`config.mk`:
```
export PLATFORM = sky130hd
export DESIGN_NAME = clk_edge_strobe
export DESIGN_NICKNAME = d
export VERILOG_FILES = /design/src/rtl/clk_edge_strobe_pkg.sv /design/src/rtl/clk_edge_strobe_sync.sv /design/src/rtl/clk_edge_strobe.sv
export SDC_FILE = /design/constraint.sdc
export NUM_CORES = 1
export LEC_CHECK = 0
export BUFFER_PORTS_ARGS = -buffer_cell sky130_fd_sc_hd__buf_4
export CORE_ASPECT_RATIO = 0.8
export CORE_MARGIN = 2
export CORE_UTILIZATION = 45
export DETAILED_ROUTE_END_ITERATION = 10
export HOLD_SLACK_MARGIN = 0.08
export PLACE_DENSITY_LB_ADDON = 0.15
export SYNTH_ARGS = -nofsm -noshare
export SYNTH_HDL_FRONTEND = slang
export SYNTH_SLANG_ARGS = --single-unit
export TNS_END_PERCENT = 20
```
`constraint.sdc`:
```
create_clock -name clk -period 2 [get_ports clk]
set_input_delay 0.2 -clock clk [delete_from_list [all_inputs] [get_ports clk]]
set_output_delay 0.2 -clock clk [all_outputs]
set_load 0.05 [all_outputs]
```
`src/rtl/clk_edge_strobe_pkg.sv`:
```
// ---------------------------------------------------------------------------
// clk_edge_strobe_pkg
//   Shared definitions for the clock-edge strobe receiver and its
//   synchroniser: FSM state encoding, glitch counter width and the legal
//   range of synchroniser depth.
// ---------------------------------------------------------------------------
package clk_edge_strobe_pkg;

    // Two-bit state encoding for the debounce FSM
    localparam logic [1:0] ST_IDLE_LOW  = 2'd0;
    localparam logic [1:0] ST_WAIT_HIGH = 2'd1;
    localparam logic [1:0] ST_IDLE_HIGH = 2'd2;
    localparam logic [1:0] ST_WAIT_LOW  = 2'd3;

    typedef enum logic [1:0] {
        IDLE_LOW  = ST_IDLE_LOW,
        WAIT_HIGH = ST_WAIT_HIGH,
        IDLE_HIGH = ST_IDLE_HIGH,
        WAIT_LOW  = ST_WAIT_LOW
    } edge_state_t;

    // Glitch counter width and its saturation value
    localparam int GLITCH_W = 8;
    localparam logic [GLITCH_W-1:0] GLITCH_MAX = '1;
    localparam logic [GLITCH_W-1:0] GLITCH_ONE = GLITCH_W'(1);

    // Legal synchroniser depth
    localparam int SYNC_STAGES_MIN = 2;
    localparam int SYNC_STAGES_MAX = 4;

    // Saturating increment for the glitch counter
    function automatic logic [GLITCH_W-1:0] glitch_inc(input logic [GLITCH_W-1:0] c);
        return (c == GLITCH_MAX) ? c : c + GLITCH_ONE;
    endfunction

endpackage

```
`src/rtl/clk_edge_strobe_sync.sv`:
```
// ---------------------------------------------------------------------------
// sync_ff
//   Multi-flop synchroniser for a single asynchronous level.
//   Ports:
//     clk  - destination clock
//     rst  - synchronous active-high reset, clears every stage to 0
//     d    - asynchronous input level
//     q    - synchronised level (last stage)
// ---------------------------------------------------------------------------
module sync_ff #(
    parameter int STAGES = 2
) (
    input  logic clk,
    input  logic rst,
    input  logic d,
    output logic q
);

    logic [STAGES-1:0] sr;

    // Plain shift chain; stage 0 is the one that may go metastable
    always_ff @(posedge clk) begin
        if (rst) begin
            sr <= '0;
        end else begin
            sr <= {sr[STAGES-2:0], d};
        end
    end

    assign q = sr[STAGES-1];

endmodule

```
`src/rtl/clk_edge_strobe.sv`:
```
// ---------------------------------------------------------------------------
// clk_edge_strobe
//   Receives a slow or asynchronous clock-like level, synchronises and
//   debounces it, and produces single-cycle rise/fall clock enables in the
//   clk domain. Also measures the rise-to-rise period and counts rejected
//   glitches.
//   Ports:
//     clk          - system clock, all logic on rising edge
//     rst          - synchronous active-high reset
//     in_raw       - asynchronous / slow input level
//     level        - debounced accepted level
//     rise         - one-cycle strobe on an accepted 0->1
//     fall         - one-cycle strobe on an accepted 1->0
//     period       - clk cycles between the last two rise strobes
//     period_valid - one-cycle strobe when period updates
//     glitch_cnt   - aborted debounce attempts, saturating at 255
// ---------------------------------------------------------------------------
module clk_edge_strobe
    import clk_edge_strobe_pkg::*;
#(
    parameter int SYNC_STAGES     = 2,
    parameter int DEBOUNCE_CYCLES = 4,
    parameter int PERIOD_W        = 16
) (
    input  logic                clk,
    input  logic                rst,
    input  logic                in_raw,
    output logic                level,
    output logic                rise,
    output logic                fall,
    output logic [PERIOD_W-1:0] period,
    output logic                period_valid,
    output logic [GLITCH_W-1:0] glitch_cnt
);

    // Out-of-range depths are clamped rather than producing a broken chain
    localparam int SYNC_N = (SYNC_STAGES < SYNC_STAGES_MIN) ? SYNC_STAGES_MIN :
                            (SYNC_STAGES > SYNC_STAGES_MAX) ? SYNC_STAGES_MAX :
                            SYNC_STAGES;

    localparam int CNT_W = (DEBOUNCE_CYCLES > 1) ? $clog2(DEBOUNCE_CYCLES) : 1;
    localparam logic [CNT_W-1:0] CNT_LOAD = CNT_W'(DEBOUNCE_CYCLES - 1);
    localparam logic [CNT_W-1:0] CNT_ONE  = CNT_W'(1);

    localparam logic [PERIOD_W-1:0] PERIOD_MAX = '1;
    localparam logic [PERIOD_W-1:0] PERIOD_ONE = PERIOD_W'(1);

    logic s;

    edge_state_t state, state_next;
    logic [CNT_W-1:0] cnt, cnt_next;

    logic accept_rise;
    logic accept_fall;
    logic glitch_hit;

    logic [PERIOD_W-1:0] pcnt;
    logic [PERIOD_W-1:0] pcnt_inc;
    logic                seen_first;

    sync_ff #(
        .STAGES(SYNC_N)
    ) u_sync (
        .clk (clk),
        .rst (rst),
        .d   (in_raw),
        .q   (s)
    );

    // State register: FSM state and debounce down-counter
    always_ff @(posedge clk) begin
        if (rst) begin
            state <= IDLE_LOW;
            cnt   <= '0;
        end else begin
            state <= state_next;
            cnt   <= cnt_next;
        end
    end

    // Next-state logic: the counter is loaded on entry to a WAIT state and
    // the new level is accepted once it reads zero with the level still held
    always_comb begin
        state_next = state;
        cnt_next   = cnt;
        case (state)
            IDLE_LOW: begin
                if (s) begin
                    state_next = WAIT_HIGH;
                    cnt_next   = CNT_LOAD;
                end
            end
            WAIT_HIGH: begin
                if (!s) begin
                    state_next = IDLE_LOW;
                end else if (cnt == '0) begin
                    state_next = IDLE_HIGH;
                end else begin
                    cnt_next = cnt - CNT_ONE;
                end
            end
            IDLE_HIGH: begin
                if (!s) begin
                    state_next = WAIT_LOW;
                    cnt_next   = CNT_LOAD;
                end
            end
            WAIT_LOW: begin
                if (s) begin
                    state_next = IDLE_HIGH;
                end else if (cnt == '0) begin
                    state_next = IDLE_LOW;
                end else begin
                    cnt_next = cnt - CNT_ONE;
                end
            end
            default: begin
                state_next = IDLE_LOW;
            end
        endcase
    end

    // Output decode: these are the events that get registered onto the ports
    always_comb begin
        accept_rise = (state == WAIT_HIGH) && s && (cnt == '0);
        accept_fall = (state == WAIT_LOW) && !s && (cnt == '0);
        glitch_hit  = ((state == WAIT_HIGH) && !s) || ((state == WAIT_LOW) && s);
    end

    // Registered strobes, accepted level and glitch counter
    always_ff @(posedge clk) begin
        if (rst) begin
            level      <= 1'b0;
            rise       <= 1'b0;
            fall       <= 1'b0;
            glitch_cnt <= '0;
        end else begin
            rise <= accept_rise;
            fall <= accept_fall;
            if (accept_rise) begin
                level <= 1'b1;
            end else if (accept_fall) begin
                level <= 1'b0;
            end
            if (glitch_hit) begin
                glitch_cnt <= glitch_inc(glitch_cnt);
            end
        end
    end

    assign pcnt_inc = (pcnt == PERIOD_MAX) ? PERIOD_MAX : pcnt + PERIOD_ONE;

    // Period measurement: the counter restarts on every accepted rise; the
    // very first rise only arms the measurement
    always_ff @(posedge clk) begin
        if (rst) begin
            pcnt         <= '0;
            seen_first   <= 1'b0;
            period       <= '0;
            period_valid <= 1'b0;
        end else begin
            period_valid <= 1'b0;
            if (accept_rise) begin
                if (seen_first) begin
                    period       <= pcnt_inc;
                    period_valid <= 1'b1;
                end
                pcnt       <= '0;
                seen_first <= 1'b1;
            end else begin
                pcnt <= pcnt_inc;
            end
        end
    end

endmodule

```
== Yosys cells after proc, flatten, opt, wreduce, memory -nomap -nowiden ==
Cells that the tools add are included.

* Logic and storage cells: 60
* Input bits: 3
* Bits in registers: 51

* Muxes and demuxes: 16
* Add/subtract/negate cells: 3
* Reductions and logical operators: 17
* Equality and inequality tests: 11
* Bitwise gates (word level): 2

{| class="wikitable"
|+ Operators with widths
! operator !! count
|-
| 2-to-1 mux 2 bit || 10
|-
| adder 16 x 1 -> 16 bit, second input constant || 1
|-
| == test 16 bit, second input constant || 1
|-
| 2-to-1 mux 16 bit || 1
|-
| one-hot mux 2 bit (4 select lines) || 2
|-
| adder 8 x 1 -> 8 bit, second input constant || 1
|-
| == test 8 bit, second input constant || 1
|-
| AND reduction 4 bit || 2
|-
| logical AND 1 bit || 6
|-
| == test 2 bit, second input constant || 2
|-
| logical NOT 2 bit || 2
|-
| != test 2 x 1 -> 1 bit, second input constant || 2
|-
| != test 2 bit, second input constant || 2
|-
| AND reduction 2 bit || 2
|-
| OR reduction 2 bit || 2
|-
| 2-to-1 mux 1 bit || 3
|-
| != test 3 x 2 -> 1 bit, second input constant || 1
|-
| != test 3 bit, second input constant || 1
|-
| == test 2 x 1 -> 1 bit, second input constant || 1
|-
| NOT 1 bit || 2
|-
| nonzero test 2 bit || 1
|-
| subtractor 2 x 1 -> 2 bit, second input constant || 1
|-
| logical NOT 1 bit || 1
|-
| logical OR 1 bit || 1
|}

== Depth between registers and ports, before layout ==
* Depth after elaboration: 5
* Mapped depth: 7

== Modules after synthesis ==
Synthesis repeated with hierarchy kept, for this count alone.

* Cells, all modules: 231
* Area, all modules: 2,118.3 µm²

{| class="wikitable"
|+ Modules (own cells, without submodules)
! module !! times used !! area an instance (µm²) !! seq. area each (µm²) !! cells an instance
|-
| clk_edge_strobe || 1 || 2,065.7 || 980.9 || 227
|-
| sync_ff || 1 || 52.6 || 40.0 || 4
|}

== Worst setup path before layout ==
Ideal clock, no wire load.

* Path type: reg2reg
* Start point: register glitch_cnt[2]
* End point: register glitch_cnt[6]
* Required time: 1.884 ns
* Path slack: 0.053 ns
* Cell stages (with the launch flop): 5
* Library setup time: 0.116 ns
* Clock period less this slack: 1.947 ns
* Arrival: 1.831 ns
* Cell sequence: dfxtp_1 -> and3_1 -> nand3_1 -> or4b_2 -> o211a_1

* Cells in the longest elaborated chain, start to end: 3
* Elaborated cells between the ends (all ways): 4
* Classes of those cells: add/sub: 1; eq/ne: 1; bitwise: 1; reduce/logical: 1

{| class="wikitable"
|+ RTL lines
! element !! RTL line !! RTL
|-
| from (decl) || clk_edge_strobe.sv:33 || <nowiki>output logic [GLITCH_W-1:0] glitch_cnt</nowiki>
|-
| from (signal assigned) || clk_edge_strobe.sv:146 || <nowiki>glitch_cnt <= glitch_inc(glitch_cnt);</nowiki>
|-
| parallel branches: the longest is 3 deep, another holds adder 8 x 1 -> 8 bit || n/a ||
|}

Parallel ways; which one is timed is not known.
A chain may end at the register's enable or synchronous reset.

== Worst setup path in the final report ==
* Start point: register pcnt[0]
* End point: register period[10]

* Cells in the longest elaborated chain, start to end: 2
* Elaborated cells between the ends (all ways): 3
* Classes of those cells: add/sub: 1; eq/ne: 1; mux: 1

{| class="wikitable"
|+ RTL lines
! element !! RTL line !! RTL
|-
| from (decl) || clk_edge_strobe.sv:57 || <nowiki>logic [PERIOD_W-1:0] pcnt;</nowiki>
|-
| from (signal assigned) || clk_edge_strobe.sv:171 || <nowiki>pcnt <= pcnt_inc;</nowiki>
|-
| adder 16 x 1 -> 16 bit / == test 16 bit (equally long branches) || clk_edge_strobe.sv:151 || <nowiki>assign pcnt_inc = (pcnt == PERIOD_MAX) ? PERIOD_MAX : pcnt + PERIOD_ONE;</nowiki>
|-
| 2-to-1 mux 16 bit (*) || clk_edge_strobe.sv:151 ||
|-
| to (signal assigned) || clk_edge_strobe.sv:165 || <nowiki>period <= pcnt_inc;</nowiki>
|-
| to (decl) || clk_edge_strobe.sv:31 || <nowiki>output logic [PERIOD_W-1:0] period,</nowiki>
|}

Mark *: on every way between the ends. The rest lies on a longest branch, timed or not.

==> flow_metrics.tcl <==
set metrics [dict create \
    outcome "complete, no violations" \
    fin_crit_ps 1850 \
    gr-total-overflow 0 \
    cts_root_buf "clkbuf_8" \
    core_mm2 0.00462 \
    crit_chain "ha_1, nand3_2, or2_2, o311ai_0, a21oi_1" \
    synth-edff-count 0 \
    synth_xor_xnor_area_share_pct 3.98 \
    synth_top_family_by_area "simple AND/OR/NAND/NOR gates" \
    clock.fmax_mhz 540 \
    wl_met3_um 211 \
    synthSimpleGateAreaFrac_pct 23.6 \
    multi_input_comb_area_mm2 0.00105 \
    cpLargestDelayFamily "simple AND/OR/NAND/NOR gates" \
    drtIter0Drc 67 \
    grt_max_degree 37 \
    setup_viol_count_final 0 \
    totalWireLength_mm 4.47 \
    final.setup.worst_slack_ps 149 \
    dp.cells 321 \
    r2r_slack_ps 150 \
    worst_slew_pin_slew_ps 398 \
    total_power_mw 1.70 \
    leakage_nw 0.952 \
    drc 0 \
    syn_nets 242 \
    final_area_mm2 0.00256 \
    synth-seq-area-share_pct 47.1 \
    vias 1756 \
    worstSetupEndpointType "flop" \
    synth-main-ff-cell "dfxtp_1" \
    layout.cells.non_filler 330 \
    n_fill_cell 443 \
    die_h_um 66.1 \
    grt_setup_unrepaired "no" \
    hold_path_class "in -> reg" \
    cp.depth 5 \
    placed_cell_area_mm2 0.00246 \
    fp-row-count 22 \
    critPathSlowestCell "dfxtp_1" \
    cts_tree "built" \
    hpwl_mm 3.11 \
    die_w_um 81.6 \
    power_density_mw_per_mm2 665 \
    n_antenna_cell 0 \
    utilization_pct 55.3 \
    r2r_end "period[10]" \
    min_path_cells 2 \
    wl_met2_mm 1.64 \
    worstSkewPairLatency_ps 300 \
    synth.area.mux_share_pct 0.462 \
    clkSinkCount 51 \
    syn_inst 236 \
    yosys_warnings 0 \
    rr_startpoint "pcnt[0]" \
    avgSynthCellArea_um2 9.18 \
    worstSetupPathType "reg -> reg" \
    drive_above_1_share_pct 21.1 \
    synth_seq_cells 51 \
    cp_num_buf_inv 0 \
    cp-endpoint "period[10]" \
    postRouteAntennaNets 0 \
    relSlewSlack_pct 73.3 \
    drt-met1-wl_mm 2.56 \
    synthAdderAreaFrac_pct 1.73 \
    place_congestion 0.886 \
    clk_pin_slew_ps 90 \
    grt_use_total_pct 17.8 \
    min_period_over_period_pct 92.5 \
    peakVddDrop_mv 0.445 \
    hold_buffers 0 \
    clockBufferDepth 2 \
    routed.top_layer "met4" \
    port_buffers 30 \
    antenna_found_initial 0 \
    clock_skew_ps 10.8 \
    dp_slack_ps 44.3 \
    cp.required_ps 2180 \
    syn2layout_area_growth_pct 18.1 \
    netlist_area_mm2 0.00217 \
    io_pins 31 \
    finalHoldViolCount 0 \
    post_drt_via_cell_ratio 5.32 \
    async_flop_share_pct 0 \
    initial_core_util_pct 46.9 \
    grt_pass1_wl_mm 7.26 \
    fin_setup_tns_ps 0 \
    final_max_slew_viol_count 0 \
    synth_compound_area_share_pct 18.6 \
    dr.pass1.iters 4 \
    numCtsBuffers 5 \
    grt_pass1_vias 1492 \
    start_kind "flop" \
    synth_cell_types 52 \
    crit_start "pcnt[0]" \
    wire_per_inst_um 13.6 \
    crit_fanout 6 \
    seq_area_mm2 0.00102 \
    max_cap_viol_count 0 \
    die_area_mm2 0.00539 \
    htreeDepth 2 \
    slowest_delay_ps 430 \
    whs_ps 116 \
    r2r_cells 5 \
    cp.arrival_ps 2030 \
    fin_nets 275 \
]
==> routing by layer <==
layer	GRT usage, %	up-vias
met3	4.64	6
met5	0	-
met4	6.25	0
li1	-	923
met2	23.0	33
met1	27.9	794
==> cell type report <==
cell class	count	area share, %
multi-input combinational	165	41.2
clock inverter	2	0.489
timing repair buffer	37	11.3
tap	60	2.93
sequential	51	39.9
inverter	9	1.32
clock buffer	6	2.84
==> kinds of logic (layout without fill, tap and decap cells) <==
group / Yosys count / in the layout
adder cells (fa/ha/maj): 3 / 3
flip-flops: 51 / 51
XOR/XNOR: 9 / 9
AO/OA/AOI/OAI: 60 / 60
buffers and inverters: 20 / 54
AND/OR/NAND/NOR: 92 / 92
multiplexers: 1 / 1
==> how the worst min path moves through the flow <==
stage	startpoint	end	slack (ps)
2_1_floorplan	in_raw	u_sync.sr[0]	330
3_5_place_dp	u_sync.sr[0]	u_sync.sr[1]	430
5_1_grt	in_raw	u_sync.sr[0]	130
6_report	in_raw	u_sync.sr[0]	120
4_1_cts	in_raw	u_sync.sr[0]	120
3_3_place_gp	in_raw	u_sync.sr[0]	420
==> synthesized netlist by cell type, drive strengths merged (2+ instances only) <==
library cell | instances | area [um^2]
dfxtp | 51 | 1020
ha | 3 | 37.5
or3 | 4 | 25.0
inv | 9 | 33.8
o211ai | 2 | 15.0
xor2 | 5 | 43.8
nand4 | 6 | 50.0
nor4 | 3 | 33.8
a21oi | 20 | 104
or4 | 2 | 18.8
and2 | 3 | 18.8
a311oi | 4 | 35.0
o21ai | 8 | 40.0
buf | 4 | 32.5
nor2 | 33 | 124
a211oi | 10 | 75.1
nand3b | 2 | 15.0
nand3 | 10 | 50.1
nor2b | 2 | 12.5
xnor2 | 4 | 42.6
clkbuf | 6 | 22.5
nor3b | 2 | 15.0
o31ai | 4 | 30.0
and4 | 2 | 18.8
and3 | 2 | 12.5
o41ai | 2 | 17.5
nor3 | 4 | 20.0
or2 | 2 | 12.5
nand2 | 11 | 41.3
==> repair_timing <==
item | in CTS | in global routing
endpoints found under the setup margin | 0 | 13
resized for setup | 0 | 1
buffers inserted | 0 | 1
==> sequential cells by signal, summed over array words and instances (netlist names), named ones only <==
signal and flops:
fall 1, pcnt 16, rise 1, u_sync.sr 2, glitch_cnt 8, period_valid 1
level 1, seen_first 1, cnt 2, state 1, period 16
==> placed cells by master (no fill, tap or decap), types with 5 or more instances in the layout <==
cell and count:
nand3_1 9, nor2_1 33, a211oi_1 10, a21oi_1 19, xor2_1 5, buf_4 36, inv_1 9, o21ai_0 8
clkbuf_8 5, dfxtp_1 51, nand2_1 11
==> power by group <==
| part | switching [mW] | internal [mW] |
|---|---|---|
| logic | 0.0528 | 0.0302 |
| registers | 0.0141 | 1.03 |
| clock network | 0.331 | 0.245 |
Power figures use the tool's default switching activity.
